===== src/rtl/spi_frame_pkg.sv =====
// ---------------------------------------------------------------------------
// spi_frame_pkg
// Shared constants and types for the SPI frame controller: command bytes,
// the frame FSM state encoding and the power-on timing configuration.
// ---------------------------------------------------------------------------
package spi_frame_pkg;

    // First byte of a frame selects what the rest of the frame means
    localparam logic [7:0] CMD_CONF_WR = 8'h2A;
    localparam logic [7:0] CMD_DATA_WR = 8'h2B;

    // Timing configuration loaded on reset; byte 0 sits in bits [7:0].
    // Truncated or zero-extended to the configured number of bytes.
    localparam logic [31:0] CFG_DEFAULT = 32'h1008_0402;

    // Frame-level FSM
    //   IDLE : waiting for chip select to go active
    //   CMD  : waiting for the command byte
    //   CONF : collecting timing-config bytes
    //   DATA : streaming payload bytes into the frame RAM
    //   SKIP : frame is of no further interest, wait for its end
    typedef enum logic [2:0] {
        IDLE = 3'd0,
        CMD  = 3'd1,
        CONF = 3'd2,
        DATA = 3'd3,
        SKIP = 3'd4
    } frame_state_t;

    // Running frame checksum step
    function automatic logic [7:0] chk_step(input logic [7:0] acc, input logic [7:0] b);
        return acc ^ b;
    endfunction

endpackage


===== src/rtl/cs_sync.sv =====
// ---------------------------------------------------------------------------
// cs_sync
// Brings the raw, asynchronous SPI chip select into the clk_in domain with a
// two-flop synchroniser and flags its rising edge (end of frame).
// All flops reset to 1 so that a reset never manufactures a frame start or a
// frame end by itself.
// ---------------------------------------------------------------------------
module cs_sync (
    input  logic clk_in,
    input  logic rst_in,
    input  logic cs_n_raw,
    output logic cs_n_sync,
    output logic cs_rise
);

    logic meta_reg;
    logic sync_reg;
    logic prev_reg;

    // Two-flop synchroniser followed by one delay stage for edge detection
    always_ff @(posedge clk_in) begin
        if (rst_in) begin
            meta_reg <= 1'b1;
            sync_reg <= 1'b1;
            prev_reg <= 1'b1;
        end else begin
            meta_reg <= cs_n_raw;
            sync_reg <= meta_reg;
            prev_reg <= sync_reg;
        end
    end

    assign cs_n_sync = sync_reg;
    assign cs_rise   = sync_reg & ~prev_reg;

endmodule


===== src/rtl/spi_frame_ctrl.sv =====
// ---------------------------------------------------------------------------
// spi_frame_ctrl
// Interprets byte streams received over SPI as frames delimited by chip
// select. A frame starting with CMD_CONF_WR loads CONF_BYTES timing bytes
// into cfg_data_out; a frame starting with CMD_DATA_WR writes its payload
// into the frame RAM from address 0 and reports the length at frame end.
//
// Optional feature: define SPI_FRAME_CHKSUM_EN to require that the XOR of
// all payload bytes (the last byte being the checksum) is zero. Failing
// frames raise chk_err_out instead of frame_rdy_out.
// ---------------------------------------------------------------------------
module spi_frame_ctrl
    import spi_frame_pkg::*;
#(
    parameter int ADDR_WIDTH = 10,
    parameter int CONF_BYTES = 4
) (
    input  logic                    clk_in,
    input  logic                    rst_in,
    input  logic                    spi_cs_n_in,
    input  logic                    byte_rdy_in,
    input  logic [7:0]              byte_data_in,
    output logic                    ram_wr_en_out,
    output logic [ADDR_WIDTH-1:0]   ram_wr_addr_out,
    output logic [7:0]              ram_wr_data_out,
    output logic [8*CONF_BYTES-1:0] cfg_data_out,
    output logic                    cfg_vld_out,
    output logic                    frame_rdy_out,
    output logic [ADDR_WIDTH:0]     frame_len_out,
`ifdef SPI_FRAME_CHKSUM_EN
    output logic                    chk_err_out,
`endif
    output logic                    ovf_err_out
);

    localparam int CFG_W = 8 * CONF_BYTES;
    localparam int CB_W  = $clog2(CONF_BYTES + 1);
    localparam logic [CFG_W-1:0] CFG_INIT  = CFG_W'(CFG_DEFAULT);
    localparam logic [CB_W-1:0]  CONF_LAST = CB_W'(CONF_BYTES - 1);

    // Synchronised chip select
    logic cs_n_sync;
    logic cs_rise;

    cs_sync u_cs_sync (
        .clk_in    (clk_in),
        .rst_in    (rst_in),
        .cs_n_raw  (spi_cs_n_in),
        .cs_n_sync (cs_n_sync),
        .cs_rise   (cs_rise)
    );

    // FSM and output registers
    frame_state_t            state_reg;
    logic [ADDR_WIDTH:0]     count_reg;
    logic [CB_W-1:0]         conf_cnt_reg;
    logic                    ram_wr_en_reg;
    logic [ADDR_WIDTH-1:0]   ram_wr_addr_reg;
    logic [7:0]              ram_wr_data_reg;
    logic [CFG_W-1:0]        cfg_data_reg;
    logic                    cfg_vld_reg;
    logic                    frame_rdy_reg;
    logic [ADDR_WIDTH:0]     frame_len_reg;
    logic                    ovf_err_reg;
`ifdef SPI_FRAME_CHKSUM_EN
    logic [7:0]              chk_xor_reg;
    logic                    chk_err_reg;
`endif

    // A byte is only accepted when it does not collide with a frame end
    logic byte_take;
    assign byte_take = byte_rdy_in & ~cs_rise;

    // ---------------------------------------------------------------------
    // Config staging: bytes shift in from the top so that after CONF_BYTES
    // bytes the first one received ends up in byte lane 0. commit_byte is
    // the would-be register content including the byte arriving right now,
    // which is also the value copied to cfg_data_out on the final byte.
    // ---------------------------------------------------------------------
    logic [7:0]       staging_reg [CONF_BYTES];
    logic [7:0]       commit_byte [CONF_BYTES];
    logic [CFG_W-1:0] commit_word;
    logic             stage_shift;
    logic             stage_clr;

    assign stage_shift = (state_reg == CONF) && byte_take;
    assign stage_clr   = rst_in || cs_rise ||
                         ((state_reg == CMD) && byte_take && (byte_data_in == CMD_CONF_WR));

    for (genvar gi = 0; gi < CONF_BYTES; gi++) begin : g_stage
        if (gi == CONF_BYTES - 1) begin : g_top
            assign commit_byte[gi] = byte_data_in;
        end else begin : g_mid
            assign commit_byte[gi] = staging_reg[gi+1];
        end
        assign commit_word[8*gi +: 8] = commit_byte[gi];

        // Staging lane: cleared at reset, command and frame end; shifts on each config byte
        always_ff @(posedge clk_in) begin
            if (stage_clr) begin
                staging_reg[gi] <= 8'h00;
            end else if (stage_shift) begin
                staging_reg[gi] <= commit_byte[gi];
            end
        end
    end

    // Frame FSM with registered strobes, RAM write port and status outputs
    always_ff @(posedge clk_in) begin
        ram_wr_en_reg <= 1'b0;
        cfg_vld_reg   <= 1'b0;
        frame_rdy_reg <= 1'b0;
`ifdef SPI_FRAME_CHKSUM_EN
        chk_err_reg   <= 1'b0;
`endif
        if (rst_in) begin
            state_reg       <= IDLE;
            count_reg       <= '0;
            conf_cnt_reg    <= '0;
            ram_wr_addr_reg <= '0;
            ram_wr_data_reg <= 8'h00;
            cfg_data_reg    <= CFG_INIT;
            frame_len_reg   <= '0;
            ovf_err_reg     <= 1'b0;
`ifdef SPI_FRAME_CHKSUM_EN
            chk_xor_reg     <= 8'h00;
`endif
        end else if (cs_rise) begin
            // Frame end wins over any byte arriving in the same cycle
            state_reg    <= IDLE;
            conf_cnt_reg <= '0;
            if ((state_reg == DATA) && (count_reg != '0)) begin
`ifdef SPI_FRAME_CHKSUM_EN
                if (chk_xor_reg == 8'h00) begin
                    frame_len_reg <= count_reg;
                    frame_rdy_reg <= 1'b1;
                end else begin
                    chk_err_reg   <= 1'b1;
                end
`else
                frame_len_reg <= count_reg;
                frame_rdy_reg <= 1'b1;
`endif
            end
        end else begin
            case (state_reg)
                IDLE: begin
                    if (!cs_n_sync) begin
                        state_reg <= CMD;
                    end
                end
                CMD: begin
                    if (byte_take) begin
                        if (byte_data_in == CMD_CONF_WR) begin
                            state_reg    <= CONF;
                            conf_cnt_reg <= '0;
                        end else if (byte_data_in == CMD_DATA_WR) begin
                            state_reg   <= DATA;
                            count_reg   <= '0;
                            ovf_err_reg <= 1'b0;
`ifdef SPI_FRAME_CHKSUM_EN
                            chk_xor_reg <= 8'h00;
`endif
                        end else begin
                            state_reg <= SKIP;
                        end
                    end
                end
                CONF: begin
                    if (byte_take) begin
                        if (conf_cnt_reg == CONF_LAST) begin
                            cfg_data_reg <= commit_word;
                            cfg_vld_reg  <= 1'b1;
                            conf_cnt_reg <= '0;
                            state_reg    <= SKIP;
                        end else begin
                            conf_cnt_reg <= conf_cnt_reg + 1'b1;
                        end
                    end
                end
                DATA: begin
                    if (byte_take) begin
`ifdef SPI_FRAME_CHKSUM_EN
                        chk_xor_reg <= chk_step(chk_xor_reg, byte_data_in);
`endif
                        // Top count bit set means the RAM is already full
                        if (count_reg[ADDR_WIDTH]) begin
                            ovf_err_reg <= 1'b1;
                        end else begin
                            ram_wr_en_reg   <= 1'b1;
                            ram_wr_addr_reg <= count_reg[ADDR_WIDTH-1:0];
                            ram_wr_data_reg <= byte_data_in;
                            count_reg       <= count_reg + 1'b1;
                        end
                    end
                end
                SKIP: begin
                    state_reg <= SKIP;
                end
                default: begin
                    state_reg <= IDLE;
                end
            endcase
        end
    end

    assign ram_wr_en_out   = ram_wr_en_reg;
    assign ram_wr_addr_out = ram_wr_addr_reg;
    assign ram_wr_data_out = ram_wr_data_reg;
    assign cfg_data_out    = cfg_data_reg;
    assign cfg_vld_out     = cfg_vld_reg;
    assign frame_rdy_out   = frame_rdy_reg;
    assign frame_len_out   = frame_len_reg;
    assign ovf_err_out     = ovf_err_reg;
`ifdef SPI_FRAME_CHKSUM_EN
    assign chk_err_out     = chk_err_reg;
`endif

endmodule

===== config.mk =====
export PLATFORM = sky130hd
export DESIGN_NAME = spi_frame_ctrl
export DESIGN_NICKNAME = d
export VERILOG_FILES = /design/src/rtl/spi_frame_pkg.sv /design/src/rtl/cs_sync.sv /design/src/rtl/spi_frame_ctrl.sv
export SDC_FILE = /design/constraint.sdc
export NUM_CORES = 1
export LEC_CHECK = 0
export BUFFER_PORTS_ARGS = -buffer_cell sky130_fd_sc_hd__buf_2
export CAP_MARGIN = 40
export CORE_UTILIZATION = 55
export DETAILED_ROUTE_END_ITERATION = 8
export PLACE_DENSITY_LB_ADDON = 0.25
export SYNTH_ARGS = -nofsm -noshare
export SYNTH_HDL_FRONTEND = slang
export SYNTH_SLANG_ARGS = --single-unit

===== constraint.sdc =====
create_clock -name clk_in -period 3.1 [get_ports clk_in]
set_clock_uncertainty 0.05 [all_clocks]
set_input_delay 0.31 -clock clk_in [delete_from_list [all_inputs] [get_ports clk_in]]
set_output_delay 0.31 -clock clk_in [all_outputs]
set_load 0.005 [all_outputs]

==> impl_summary.txt <==
----------------------------------------------------
[Synthesis]
  Top_reg_cell synth ... sky130_fd_sc_hd__dfxtp_1
  Number of synthesized flops with an enable pin ... 24
  Post-Syn Area per Cell ... 10.1 um2
  Share of the synthesized area in the top cell type ... 39.2%
  Biggest area contributors in the synthesized netlist ... sky130_fd_sc_hd__dfxtp_1 (39%), sky130_fd_sc_hd__edfxtp_1 (17%), sky130_fd_sc_hd__mux2i_1 (9.7%)
  Sequential share of the synthesized area ... 55.9%
  Area of the mapped netlist ... 4340 um2
  Cell taking the most area after synthesis ... sky130_fd_sc_hd__dfxtp_1
  Unique masters post-synth ... 48
  Post-synthesis instance total ... 428
  Fraction of registers with async set or reset after synthesis ... 0%
  Yosys warning total ... 0
  Syn Nets ... 443
  Flops & latches, synth ... 109

[Detailed routing]
  Vias per cell ... 5.51
  Number of DRC markers after the initial detailed-route iteration ... 213
  Final Routed Wirelength ... 8990 um
  DR DRC count ... 0
  Number of vias in the routed layout ... 3309
  WL per Instance ... 15.0 um
  Antenna-violating nets left ... 0
  1st-pass router iterations ... 5

[Worst setup path]
  Data arrival time of the critical path ... 2490 ps
  CP Cell Sequence ... nor2b_1 -> nand3_1 -> o311a_1 -> inv_1 -> buf_4
  Cell with the biggest individual delay on the critical path ... sky130_fd_sc_hd__dfxtp_1
  Setup crit end kind ... flop
  Reg-to-reg setup timing slack ... 630 ps
  Type of origin of the critical path ... flop
  Required time worst endpoint ... 3120 ps
  Critical path type ... flop to flop
  Largest stage delay on the critical path ... 550 ps
  Startpoint of the worst setup timing path ... state_reg[0]$_SDFFE_PP0P_
  Critical register-to-register path startpoint ... state_reg[0]$_SDFFE_PP0P_
  Maximum fanout count along the critical path ... 15

[Finish]
  Final Cell Area ... 5000 um2
  Number of flip-flops under the largest register name ... 32
  Ant diodes ... 0
  Number of filler cells placed in the layout ... 642
  Share of layout cells above drive strength 1 ... 21.0%
  Number of nets in the layout ... 509
  Synth-to-Final Area Change ... 15.3%

[Timing]
  Unrepaired setup endpoints after global routing ... no
  Final max-slew violation count ... 0
  Actual transition at the worst max-transition pin ... 756 ps
  Setup_tns ... 0 ps
  Worst slew slack as a fraction of its limit ... 49.6%
  Final hold viol count ... 0
  Highest achievable clock rate ... 405 MHz
  Post-route clock period utilization ... 79.6%
  Post-layout minimum cycle time ... 2470 ps
  Final-report setup violation count ... 0

[Die]
  Number of standard-cell rows in the floorplan ... 32
  Initial Utilization ... 56.4%
  Die width ... 90.8 um
  Standard cell core area ... 7690 um2
  IO Count ... 77
  Total die area ... 8240 um2
  Die boundary height ... 90.8 um

[GRT]
  Wire length of the first global-routing pass ... 14900 um
  M2 GR Usage ... 36.6%
  Global Route met3 Usage ... 3.96%
  Global route total overflow ... 0
  Maximum number of pins on one net before global-route repair ... 62
  Initial antenna violation count ... 0
  Global-route met1 utilization ... 30.4%
  Via count of the first global-routing pass ... 3022
  Busiest grt layer ... met2
  Overall routing resource usage ... 22.5%

[Clock tree]
  TritonCTS clock tree ... yes
  Maximum buffer depth of the clock tree ... 2
  Post-CTS clock slew at the launch and capture registers of the worst setup and hold paths ... 110 ps
  Post-cts resize count ... 0
  H-tree Lvls ... 3
  Number of buffers created by CTS ... 9
  Clock root buffer master ... sky130_fd_sc_hd__clkbuf_8
  Latest clock arrival within the worst-skew pair ... 370 ps
  Hold buffer count at CTS ... 0
  Sinks on the clock net ... 109
  Post-CTS Setup Repair Bufs ... 0

[Power and ir drop]
  Maximum vdd ir drop ... 0.000259 V
  Pwr Density ... 493 nW/um2
  Reported leakage power ... 2.24 nW

[Placement]
  GPL Wtd Cong ... 0.839
  DPL Wire Length ... 6110 um
  PortBufs ... 76
  Post-placement cell area ... 4780 um2

[Min path]
  Path category of the worst min-delay check ... primary input to flop
  Startpoint of the worst hold path ... spi_cs_n_in

[Run status]
  Result of the run ... finished clean

[Flow run]
  MaxCap Viol Count ... 0

----------------------------------------------------
## synth_stat cells, types with 2 or more instances
library cell	n
sky130_fd_sc_hd__a211o_1	4
sky130_fd_sc_hd__a21oi_1	22
sky130_fd_sc_hd__a311oi_1	2
sky130_fd_sc_hd__a31oi_1	2
sky130_fd_sc_hd__and2_1	20
sky130_fd_sc_hd__and3_1	2
sky130_fd_sc_hd__and4_1	3
sky130_fd_sc_hd__buf_2	5
sky130_fd_sc_hd__clkbuf_1	22
sky130_fd_sc_hd__dfxtp_1	85
sky130_fd_sc_hd__edfxtp_1	24
sky130_fd_sc_hd__ha_1	3
sky130_fd_sc_hd__inv_1	8
sky130_fd_sc_hd__mux2i_1	42
sky130_fd_sc_hd__nand2_1	44
sky130_fd_sc_hd__nand2b_1	26
sky130_fd_sc_hd__nand3_1	11
sky130_fd_sc_hd__nand4_1	3
sky130_fd_sc_hd__nand4b_1	3
sky130_fd_sc_hd__nor2_1	40
sky130_fd_sc_hd__nor2b_1	5
sky130_fd_sc_hd__nor3_1	7
sky130_fd_sc_hd__nor3b_1	2
sky130_fd_sc_hd__nor4_1	5
sky130_fd_sc_hd__o211ai_1	2
sky130_fd_sc_hd__o21a_1	2
sky130_fd_sc_hd__o21ai_0	4
sky130_fd_sc_hd__o22ai_1	4
sky130_fd_sc_hd__or2_2	3
sky130_fd_sc_hd__or3_1	2
sky130_fd_sc_hd__or4_1	4
## per-stage QoR
step           util [%]  cells  setup WS, ps  power, mW  hold slack (ps)
6_report           65.0    601           631       2.47             74.9
2_1_floorplan         -    428           869       1.56              339
5_1_grt            65.0    601           429       2.54             79.6
3_5_place_dp       62.2    585           640       1.59              358
3_3_place_gp       62.2    585           664       1.58              359
4_1_cts            65.0    601           641       2.48             63.7
## power by group
group / switching (mW) / leakage, nW / internal (mW)
Clock: 0.515 / 0.109 / 0.395
Combinational: 0.0513 / 1.20 / 0.0264
Sequential: 0.0129 / 0.935 / 1.46
## area by class of cell
cell class / instances / area [um2] / share of cell area [%]
flip-flops and latches: 109 / 2420 / 48.5
multi-input cells: 283 / 1770 / 35.5
repair buffers: 82 / 425 / 8.51
well taps: 102 / 128 / 2.55
clock buffers: 9 / 124 / 2.48
clock inverters: 7 / 92.6 / 1.85
inverters: 9 / 33.8 / 0.676
## final timing paths
| check | end | depth (start not counted) |
|---|---|---|
| worst min-delay path | u_cs_sync.meta_reg$_SDFF_PP1_ | 2 |
| worst max register to register | staging_reg[1][0]$_SDFFCE_PN0P_ | 5 |
| worst min register to register | u_cs_sync.cs_n_sync$_SDFF_PP1_ | 1 |
| worst max-delay path | staging_reg[1][0]$_SDFFCE_PN0P_ | 5 |
## per-layer routing
layer	share of wire, %	vias to the layer above
met3	5.2	13
li1	-	1619
met1	46	1567
met4	1.4	0
met2	47	110
met5	0	-
## critical path, delay by kind of cell, from the launching register on
family	cells	cell delay, ps
AO/OA/AOI/OAI	1	420
buffers and inverters	2	600
flip-flops	1	550
AND/OR/NAND/NOR	2	550
## cells by family after synthesis
logic type               after synthesis  synth area share (%)
buffers and inverters                 36                  3.26
adder cells (fa/ha/maj)                3                 0.866
XOR/XNOR                               1                 0.202
AND/OR/NAND/NOR                      183                  21.8
flip-flops                           109                  55.9
multiplexers                          43                  9.95
AO/OA/AOI/OAI                         53                  8.02
## cells in the final DEF, fill, tap and decap left out, types with 3 or more instances in the layout
cell type                  count
sky130_fd_sc_hd__dfxtp_1      85
sky130_fd_sc_hd__buf_2        76
sky130_fd_sc_hd__nand2_1      44
sky130_fd_sc_hd__mux2i_1      42
sky130_fd_sc_hd__nor2_1       40
sky130_fd_sc_hd__nand2b_1     26
sky130_fd_sc_hd__edfxtp_1     24
sky130_fd_sc_hd__a21oi_1      22
sky130_fd_sc_hd__and2_1       20
sky130_fd_sc_hd__nand3_1      11
sky130_fd_sc_hd__clkbuf_8      9
sky130_fd_sc_hd__inv_1         8
sky130_fd_sc_hd__nor3_1        7
sky130_fd_sc_hd__buf_4         6
sky130_fd_sc_hd__nor2b_1       5
sky130_fd_sc_hd__nor4_1        5
sky130_fd_sc_hd__or4_1         4
sky130_fd_sc_hd__o22ai_1       4
sky130_fd_sc_hd__o21ai_0       4
sky130_fd_sc_hd__a211o_1       4
sky130_fd_sc_hd__nand4b_1      3
sky130_fd_sc_hd__and4_1        3
sky130_fd_sc_hd__nand4_1       3
sky130_fd_sc_hd__or2_2         3
sky130_fd_sc_hd__ha_1          3
Note: power is estimated with default switching activity, not from simulation.
